## src/rtl/serial_adder32.sv

```systemverilog
// Digit-serial adder: Sum = A + B + Cin computed DIGIT bits per clock over WIDTH/DIGIT cycles.
// Optional signed-overflow output enabled by defining SERIAL_ADDER_OVF_EN.
module serial_adder32 #(
    parameter int unsigned WIDTH = 32,
    parameter int unsigned DIGIT = 4
) (
    input  logic             clk,
    input  logic             rst_n,
    input  logic             start,
    input  logic [WIDTH-1:0] A,
    input  logic [WIDTH-1:0] B,
    input  logic             Cin,
    output logic             busy,
    output logic             done,
    output logic [WIDTH-1:0] Sum,
    output logic             Cout
`ifdef SERIAL_ADDER_OVF_EN
    ,
    output logic             Ovf
`endif
);

    localparam int unsigned N     = WIDTH / DIGIT;
    localparam int unsigned CNT_W = (N > 1) ? $clog2(N) : 1;
    localparam int unsigned DW    = DIGIT + 1;

    typedef enum logic [1:0] {
        IDLE = 2'd0,
        RUN  = 2'd1,
        DONE = 2'd2
    } state_t;

    state_t             state;
    state_t             next_state;
    logic               accept_c;
    logic               last_c;

    logic [WIDTH-1:0]   a_sh;
    logic [WIDTH-1:0]   b_sh;
    logic [WIDTH-1:0]   res;
    logic [WIDTH-1:0]   res_nxt;
    logic               carry;
    logic [CNT_W-1:0]   cnt;
    logic [DIGIT-1:0]   dsum;
    logic               dcarry;

    // One digit of the addition per cycle
    assign {dcarry, dsum} = DW'(a_sh[DIGIT-1:0]) + DW'(b_sh[DIGIT-1:0]) + DW'(carry);

    // Result fills from the MSB side so the last digit lands in the top slot
    generate
        if (DIGIT == WIDTH) begin : g_single
            assign res_nxt = dsum;
        end else begin : g_multi
            assign res_nxt = {dsum, res[WIDTH-1:DIGIT]};
        end
    endgenerate

    // State register
    always_ff @(posedge clk or negedge rst_n) begin
        if (!rst_n) begin
            state <= IDLE;
            busy  <= 1'b0;
            done  <= 1'b0;
        end else begin
            state <= next_state;
            busy  <= (next_state == RUN);
            done  <= (next_state == DONE);
        end
    end

    // Next-state and handshake decode
    always_comb begin
        next_state = state;
        accept_c   = 1'b0;
        last_c     = 1'b0;
        case (state)
            IDLE: begin
                if (start) begin
                    accept_c   = 1'b1;
                    next_state = RUN;
                end
            end
            RUN: begin
                if (cnt == CNT_W'(N - 1)) begin
                    last_c     = 1'b1;
                    next_state = DONE;
                end
            end
            DONE: begin
                if (start) begin
                    accept_c   = 1'b1;
                    next_state = RUN;
                end else begin
                    next_state = IDLE;
                end
            end
            default: next_state = IDLE;
        endcase
    end

`ifdef SERIAL_ADDER_OVF_EN
    logic a_msb;
    logic b_msb;

    // Operand sign bits retained for the overflow decision at completion
    always_ff @(posedge clk or negedge rst_n) begin
        if (!rst_n) begin
            a_msb <= 1'b0;
            b_msb <= 1'b0;
            Ovf   <= 1'b0;
        end else begin
            if (accept_c) begin
                a_msb <= A[WIDTH-1];
                b_msb <= B[WIDTH-1];
            end
            if (last_c) begin
                Ovf <= (a_msb == b_msb) && (res_nxt[WIDTH-1] != a_msb);
            end
        end
    end
`endif

    // Operand shift registers, running carry and result accumulation
    always_ff @(posedge clk or negedge rst_n) begin
        if (!rst_n) begin
            a_sh  <= '0;
            b_sh  <= '0;
            res   <= '0;
            carry <= 1'b0;
            cnt   <= '0;
            Sum   <= '0;
            Cout  <= 1'b0;
        end else if (accept_c) begin
            a_sh  <= A;
            b_sh  <= B;
            carry <= Cin;
            cnt   <= '0;
        end else if (state == RUN) begin
            a_sh  <= a_sh >> DIGIT;
            b_sh  <= b_sh >> DIGIT;
            res   <= res_nxt;
            carry <= dcarry;
            cnt   <= cnt + CNT_W'(1);
            if (last_c) begin
                Sum  <= res_nxt;
                Cout <= dcarry;
            end
        end
    end

endmodule
```

## config.mk

```make
export PLATFORM = sky130hd
export DESIGN_NAME = serial_adder32
export DESIGN_NICKNAME = d
export VERILOG_FILES = /design/src/rtl/serial_adder32.sv
export SDC_FILE = /design/constraint.sdc
export NUM_CORES = 1
export LEC_CHECK = 0
export ABC_AREA = 1
export ABC_CLOCK_PERIOD_IN_PS = 5200
export CAP_MARGIN = 20
export CORE_MARGIN = 1.5
export CORE_UTILIZATION = 40
export DETAILED_ROUTE_END_ITERATION = 6
export GPL_ROUTABILITY_DRIVEN = 0
export SYNTH_ARGS = -nofsm -noshare
export SYNTH_HDL_FRONTEND = slang
export SYNTH_SLANG_ARGS = --single-unit
```

## constraint.sdc

```tcl
create_clock -name clk -period 5.2 [get_ports clk]
set_clock_uncertainty 0.15 [all_clocks]
set_input_delay 1.04 -clock clk [delete_from_list [all_inputs] [get_ports clk]]
set_output_delay 1.04 -clock clk [all_outputs]
set_load 0.1 [all_outputs]
```

Word-level counts from Yosys, hierarchy flattened
Index checks and enable logic that the tools add are counted.
- word-level logic and storage cells: 40
- input bits: 68
- register bits: 137
- add/subtract/negate cells: 3
- bitwise operators: 1
- muxes and demuxes: 16
- eq/ne operators: 5
- reductions and logical operators: 5
- operator list (kind ; count):
    two-way mux 32 bit ; 4
    two-way mux 1 bit ; 7
    two-way mux 3 bit ; 2
    case mux 2 bit (3 select lines) ; 1
    adder 4 x 4 -> 5 bit ; 1
    adder 5 x 1 -> 5 bit ; 1
    equality test 2 x 1 -> 1 bit (second input constant) ; 2
    equality test 2 bit (second input constant) ; 2
    two-way mux 2 bit ; 2
    adder 3 x 1 -> 3 bit (second input constant) ; 1
    equality test 3 bit (second input constant) ; 1
    AND reduction 3 bit ; 1
    zero test 2 bit ; 1
    AND reduction 2 bit ; 1
    nonzero test 2 bit ; 1
    OR reduction 2 bit ; 1
    NOT 1 bit ; 1

Logic depth before layout (Yosys ltp)
- depth in word-level cells: 5
- depth in mapped cells: 9
- gate-level depth less buffers: 8

Least setup slack after synthesis
No wires, ideal clock.
- path type: flip-flop to output port
- start point: reg Cout
- end point: out Cout
- buffers on the path: 0
- setup slack: 3112 ps
- required time: 4010 ps
- cell stages (with the launch flop): 1
- arrival time: 898 ps
- path through: dfrtp_1
- RTL lines (what ; line ; source):
    start: declaration ; 16 ; output logic Cout
    start signal: assignment ; 147 ; Cout <= dcarry;
No word-level cell between the ends.

Final worst setup path
- start point: reg Sum[29]
- end point: out Sum[29]
- RTL lines (what ; line ; source):
    start: declaration ; 15 ; output logic [WIDTH-1:0] Sum,
    start signal: assignment ; 146 ; Sum <= res_nxt;
No word-level cell between the ends.

==> summary.txt <==
Status
  – Status: complete, no violations

Die
  – Row count: 43
  – Chip height: 122 um
  – IO Pins: 103
  – Initial Utilization: 0.408
  – Core Area: 13800 sq um
  – Die W: 122 um
  – Die Footprint: 14800 sq um

Power and ir drop
  – Static leakage: 3.31 nW
  – PwrDens: 749 nW/um^2
  – VDD IR-drop max: 307 uV

Drt
  – WL per Instance: 13.6 um
  – DRT Pass-1 Iters: 5
  – ANT nets after route: 0
  – Final wirelength: 12100 um
  – Via Count: 4379
  – DRC violations left: 0
  – Initial DRC count: 331
  – Drt via density: 4.93

Clock tree
  – # hold bufs at CTS: 0
  – CTS resizes: 0
  – H-tree depth: 4
  – Worst-path clk slew: 0.05 ns
  – Clk_lat worst skew: 0.41 ns
  – CTS max path bufs: 2
  – CTS tree: done
  – TritonCTS Sinks: 133
  – Num CTS Buffers: 17
  – Post-CTS Setup Inserts: 0
  – Root buf cell: clkbuf_16

STA
  – Final cycle utilization of the critical path: 0.604
  – Setup WS post-layout: 2.06 ns
  – Max Freq: 318 MHz
  – Final hold viol count: 0
  – Final setup TNS: 0 ns
  – Slew @ Worst Pin: 1.02 ns
  – Final setup vio count: 0
  – Worst hold slack: 0.315 ns
  – Slew HR: 0.315
  – Min Tclk post-route: 3.14 ns
  – Final Max Tran Viols: 0
  – Unrepaired setup endpoints after global routing: no

Worst setup path
  – R2r startpoint: state[0]
  – CP max stage delay: 1.15 ns
  – Worst Path Required: 4.01 ns
  – CP max FO: 2
  – Slowest cell on the critical path: clkdlybuf4s50_1
  – Critical path class: flip-flop to primary output
  – Arrival @ worst endpoint: 1.95 ns
  – CP Launch Point: Sum[29]
  – Critical path launch point type: flip-flop
  – CP delay by family, top: buffers and inverters
  – CP cell instances: clkdlybuf4s50_1
  – Setup crit end kind: primary output
  – Worst Path Buf+Inv: 1

Logic synthesis
  – Post-synthesis cell area: 5620 sq um
  – Register area share after synthesis: 0.592
  – Syn_area_per_cell: 9.21 sq um
  – Syn. warnings: 0
  – Syn nets: 685
  – Primary FF master, synth: dfrtp_1
  – Synth top area cells: dfrtp_1 59%, nand2_1 10%, o21ai_0 9.9%
  – Synth async-reset ratio: 1.00
  – Most frequent cell after synthesis: nand2_1
  – Synth area leader: dfrtp_1
  – Synth Instances: 610
  – Post-synth top cells: 153 x nand2_1, 133 x dfrtp_1, 111 x o21ai_0
  – Post-synthesis register bit count: 133
  – Library cells used by synthesis: 27
  – Synth top area share: 0.592
  – Post-synth EDFFs: 0

Global route
  – GRT Residual Overflow: 0
  – First-pass GRT wire length: 20200 um
  – Met3 Use GR: 0.0534
  – Largest net degree at the start of global routing: 102
  – GRT Util Overall: 0.179
  – Gr busiest metal: met2
  – GR Util met1: 0.243
  – Met2 GRT Util: 0.270
  – Initial antenna violation count: 0
  – Vias in the first global route: 4184

Placed design
  – DP Wirelength: 7710 um
  – Buffers on Ports: 102
  – Placed cells: 859
  – Area after DPL: 6680 sq um
  – Dpl ws: 1.86 ns

Run
  – Max Cap Viol: 0

Layout
  – Share of layout cells above drive strength 1: 0.0621
  – Fillers: 1317
  – Ant diodes: 0
  – Area Growth Syn to Fin: 29.1%
  – Final nets: 773
  – Post-route cell area: 7250 sq um
  – Cell Count, Final, Fillers Out: 889

Worst hold path
  – Worst min path class: flip-flop to flip-flop
  – Hold Path Origin: Sum[2]
[tightest hold or removal path: cells and delay by family, from the launching register on]
kind / cells / cell delay [ns]
flip-flops: 1 / 0.34
AND/OR/NAND/NOR: 2 / 0.09
[kinds of logic after synthesis]
kind of cell | synth area share
AO/OA/AOI/OAI | 0.161
adder cells (fa/ha/maj) | 0.0183
flip-flops | 0.592
buffers and inverters | 0.0830
AND/OR/NAND/NOR | 0.144
XOR/XNOR | 0.00156
[state kept, by name, indices dropped and copies added, names as in the netlist]
name / cells
carry: 1
busy: 1
Cout: 1
a_sh: 32
cnt: 3
b_sh: 32
state: 2
res: 28
done: 1
Sum: 32
[cell usage in the layout (no fill, tap or decap), types with 2 or more instances in the layout]
cell type,count
nand2_1,153
dfrtp_1,133
o21ai_0,111
clkdlybuf4s50_1,101
inv_1,60
nor2_1,31
a21oi_1,19
o21ai_1,18
clkbuf_16,17
nand3_1,12
o22ai_1,7
o21ai_2,6
o211ai_1,5
ha_1,5
clkbuf_1,5
clkbuf_8,4
inv_2,3
nand2_4,3
o211ai_2,2
fa_1,2
bufinv_16,2
clkinv_2,2
[final timing paths]
check | cells after the start | slack, ns | to
setup / recovery | 1 | 2.06 | Sum[29]
hold / removal | 2 | 0.31 | Sum[2]
setup reg to reg | 6 | 2.59 | carry
hold reg to reg | 2 | 0.31 | Sum[2]
max in group asynchronous | 2 | 3.30 | b_sh[12]
min in group asynchronous | 1 | 0.58 | Sum[16]
[metal layers]
metal  up-vias  share of wire
li1       2153              -
met1      2078           0.47
met2       139           0.47
met3         9          0.057
met4         0         0.0083
met5         -              0
[power by group]
part	switching (mW)	total, mW	internal, mW
sequential	0.230	1.75	1.52
combinational	1.83	2.53	0.697
clock	0.404	1.15	0.750
total	2.47	5.43	2.97
[area by class of cell]
type	count	area, sq um	share of cell area
inverters	64	243	0.0335
clock buffers	26	499	0.0688
multi-input cells	378	1830	0.252
flip-flops and latches	133	3330	0.459
well taps	180	225	0.0311
clock inverters	4	70.1	0.00966
repair buffers	104	1060	0.146
[per-stage QoR]
stage                     power [mW]   util
after floorplan                 3.73      -
after global placement          4.24  0.483
after detailed placement        4.32  0.485
after CTS                       5.49  0.527
after global routing            5.81  0.527
final                           5.43  0.527
No activity file was read; power rests on OpenSTA's default activity.
==> variant, RTL diff (same settings) <==
`DIGIT`: 4 -> 2.
--- a/src/rtl/serial_adder32.sv
+++ b/src/rtl/serial_adder32.sv
@@ -4,3 +4,3 @@
     parameter int unsigned WIDTH = 32,
-    parameter int unsigned DIGIT = 4
+    parameter int unsigned DIGIT = 2
 ) (
Formal check against the unedited RTL: not equivalent (Yosys sat finds a counterexample within 10 cycles, from zero or initial values and one cycle with rst_n low).
==> variant against the original RTL <==
Synthesized area increased by 9.1%; critical path type is now in -> reg; critical endpoint is now b_sh[12]; wire length increased by 6.3%; setup slack got worse by 140 ps; sequential cell count increased by 3; highest routed layer unchanged; hold slack improved by 4.4 ps; final cell count increased by 21%; total power decreased by 1.2%; cell area increased by 7.8%; maximum frequency decreased by 4.3%; largest cell class unchanged.
==> variant: results (changes against the original RTL) <==
[status]
status = finished clean  ; unchanged

[min_path]
hold_path.class = reg -> reg  ; unchanged
hold-path-endpoint = Sum[1]  ; was Sum[2]
timing.hold.worst.start = res[3]  ; was Sum[2]

[grt]
globalRouteMet1Util_pct = 24.8  ; was 24.3%
global_routing_usage_on_met2_pct = 27.4  ; was 27.0%
grt_first_pass_wirelength_um = 22900  ; was 20,200 um
grt_start_max_net_pins = 101  ; was 102
use_met3_pct = 4.34  ; was 5.34%
grt_util_all_layers_pct = 17.8  ; was 17.9%

[power_and_ir_drop]
leakagePower_nw = 4.10  ; was 3.31 nW
worst_voltage_drop_across_the_vdd_grid_uv = 396  ; was 307 uV

[worst_setup_path]
worst_setup_path_startpoint = start  ; was Sum[29]
critical_path_arrival_ps = 3430  ; was 1950 ps
r2r_setup_slack_ps = 2430  ; was 2590 ps
regToRegEndpoint = b_sh[12]  ; was carry
critPathMaxFanout = 63  ; was 2

[logic_synthesis]
yosys-top-cells-count = sky130_fd_sc_hd__nand2_1 (409), sky130_fd_sc_hd__dfrtp_1 (136), sky130_fd_sc_hd__inv_1 (86)  ; was sky130_fd_sc_hd__nand2_1 (153), sky130_fd_sc_hd__dfrtp_1 (133), sky130_fd_sc_hd__o21ai_0 (111)
ys_seq_area_share_pct = 55.5  ; was 59.2%
synth.net_count = 863  ; was 685
netlist-cell-type-count = 20  ; was 27
synthesis.area_per_instance_um2 = 7.74  ; was 9.21 um^2
ys_top_cells_by_area = sky130_fd_sc_hd__dfrtp_1 (55%), sky130_fd_sc_hd__nand2_1 (25%), sky130_fd_sc_hd__o21ai_0 (5.5%), sky130_fd_sc_hd__inv_1 (5.3%), sky130_fd_sc_hd__nand3_1 (2.9%)  ; was sky130_fd_sc_hd__dfrtp_1 (59%), sky130_fd_sc_hd__nand2_1 (10%), sky130_fd_sc_hd__o21ai_0 (9.9%), sky130_fd_sc_hd__inv_1 (4.0%), sky130_fd_sc_hd__nor2_1 (2.1%)

[cells_and_area]
share_of_final_layout_standard_cells_stronger_than_drive_strength_1_pct = 4.84  ; was 6.21%
final_net_count = 947  ; was 773
final_cells = 1077  ; was 889

[drt]
dr_wl_met2_um = 5750  ; was 5670 um
initialDrtViolationCount = 307  ; was 331
top_layer_used = met4  ; unchanged
length_of_the_first_detailed_routing_pass_in_iterations = 4  ; was 5
met1_length_um = 6500  ; was 5670 um
route.met3.wl_um = 564  ; was 687 um
route.vias.total = 4890  ; was 4,379
wire_per_inst_um = 12.0  ; was 13.6 um

[placement]
dpl-instance-area_um2 = 7210  ; was 6680 um^2
numPlacedInstances = 1045  ; was 859
dpl_hpwl_um = 7730  ; was 7710 um
dp_worst_setup_slack_ps = 1470  ; was 1860 ps

[clocking]
cts_max_path_buffers = 2  ; unchanged
cts.reportedPaths.clkPinSlew_ps = 50  ; about the same
cts-htree-levels = 4  ; unchanged

[sta]
holdWs_ps = 319  ; was 315 ps

[variant: changes by cell type after synthesis, moves of 7 or more]
cell	unedited run	this run
sky130_fd_sc_hd__a21oi_1	19	1
sky130_fd_sc_hd__o22ai_1	7	0
sky130_fd_sc_hd__nand3_1	12	35
sky130_fd_sc_hd__inv_1	60	86
sky130_fd_sc_hd__nor2_1	31	7
sky130_fd_sc_hd__o21ai_0	111	67
sky130_fd_sc_hd__nand2_1	153	409
sky130_fd_sc_hd__o21ai_1	18	0
[variant: how the worst max path moves through the flow]
stage,end,slack [ps],cells after the start
3_5_place_dp,b_sh[12],1470,6
3_3_place_gp,b_sh[21],1530,6
6_report,b_sh[12],1920,6
5_1_grt,a_sh[6],1670,6
4_1_cts,b_sh[12],1920,6
2_1_floorplan,Cout,3120,0
[variant: kinds of logic after synthesis]
logic type / Yosys count / synth area share [%]
adder cells (fa/ha/maj): 3 / 0.857
AND/OR/NAND/NOR: 456 / 29.0
AO/OA/AOI/OAI: 68 / 5.55
buffers and inverters: 129 / 9.06
flip-flops: 136 / 55.5
[variant: area by class of cell]
cell class	instances	area [um^2]
clock buffer	26	519
clock inverter	6	86.3
fill	1478	7270
inverter	87	328
multi-input combinational	527	2180
sequential	136	3400
tap	188	235
timing repair buffer	107	1060
[variant: power breakdown]
group          internal [W]  leakage, nW  switching, W
clock              0.000782        0.297      0.000424
sequential          0.00152         1.71      0.000251
combinational      0.000634         2.09       0.00176
[variant: worst max-delay path, stage by stage]
cell,delay (ps)
sky130_fd_sc_hd__clkdlybuf4s50_1,500
sky130_fd_sc_hd__nand2_2,90
sky130_fd_sc_hd__nand2_4,480
sky130_fd_sc_hd__clkinv_2,890
sky130_fd_sc_hd__nand2_1,280
sky130_fd_sc_hd__nand2_1,70
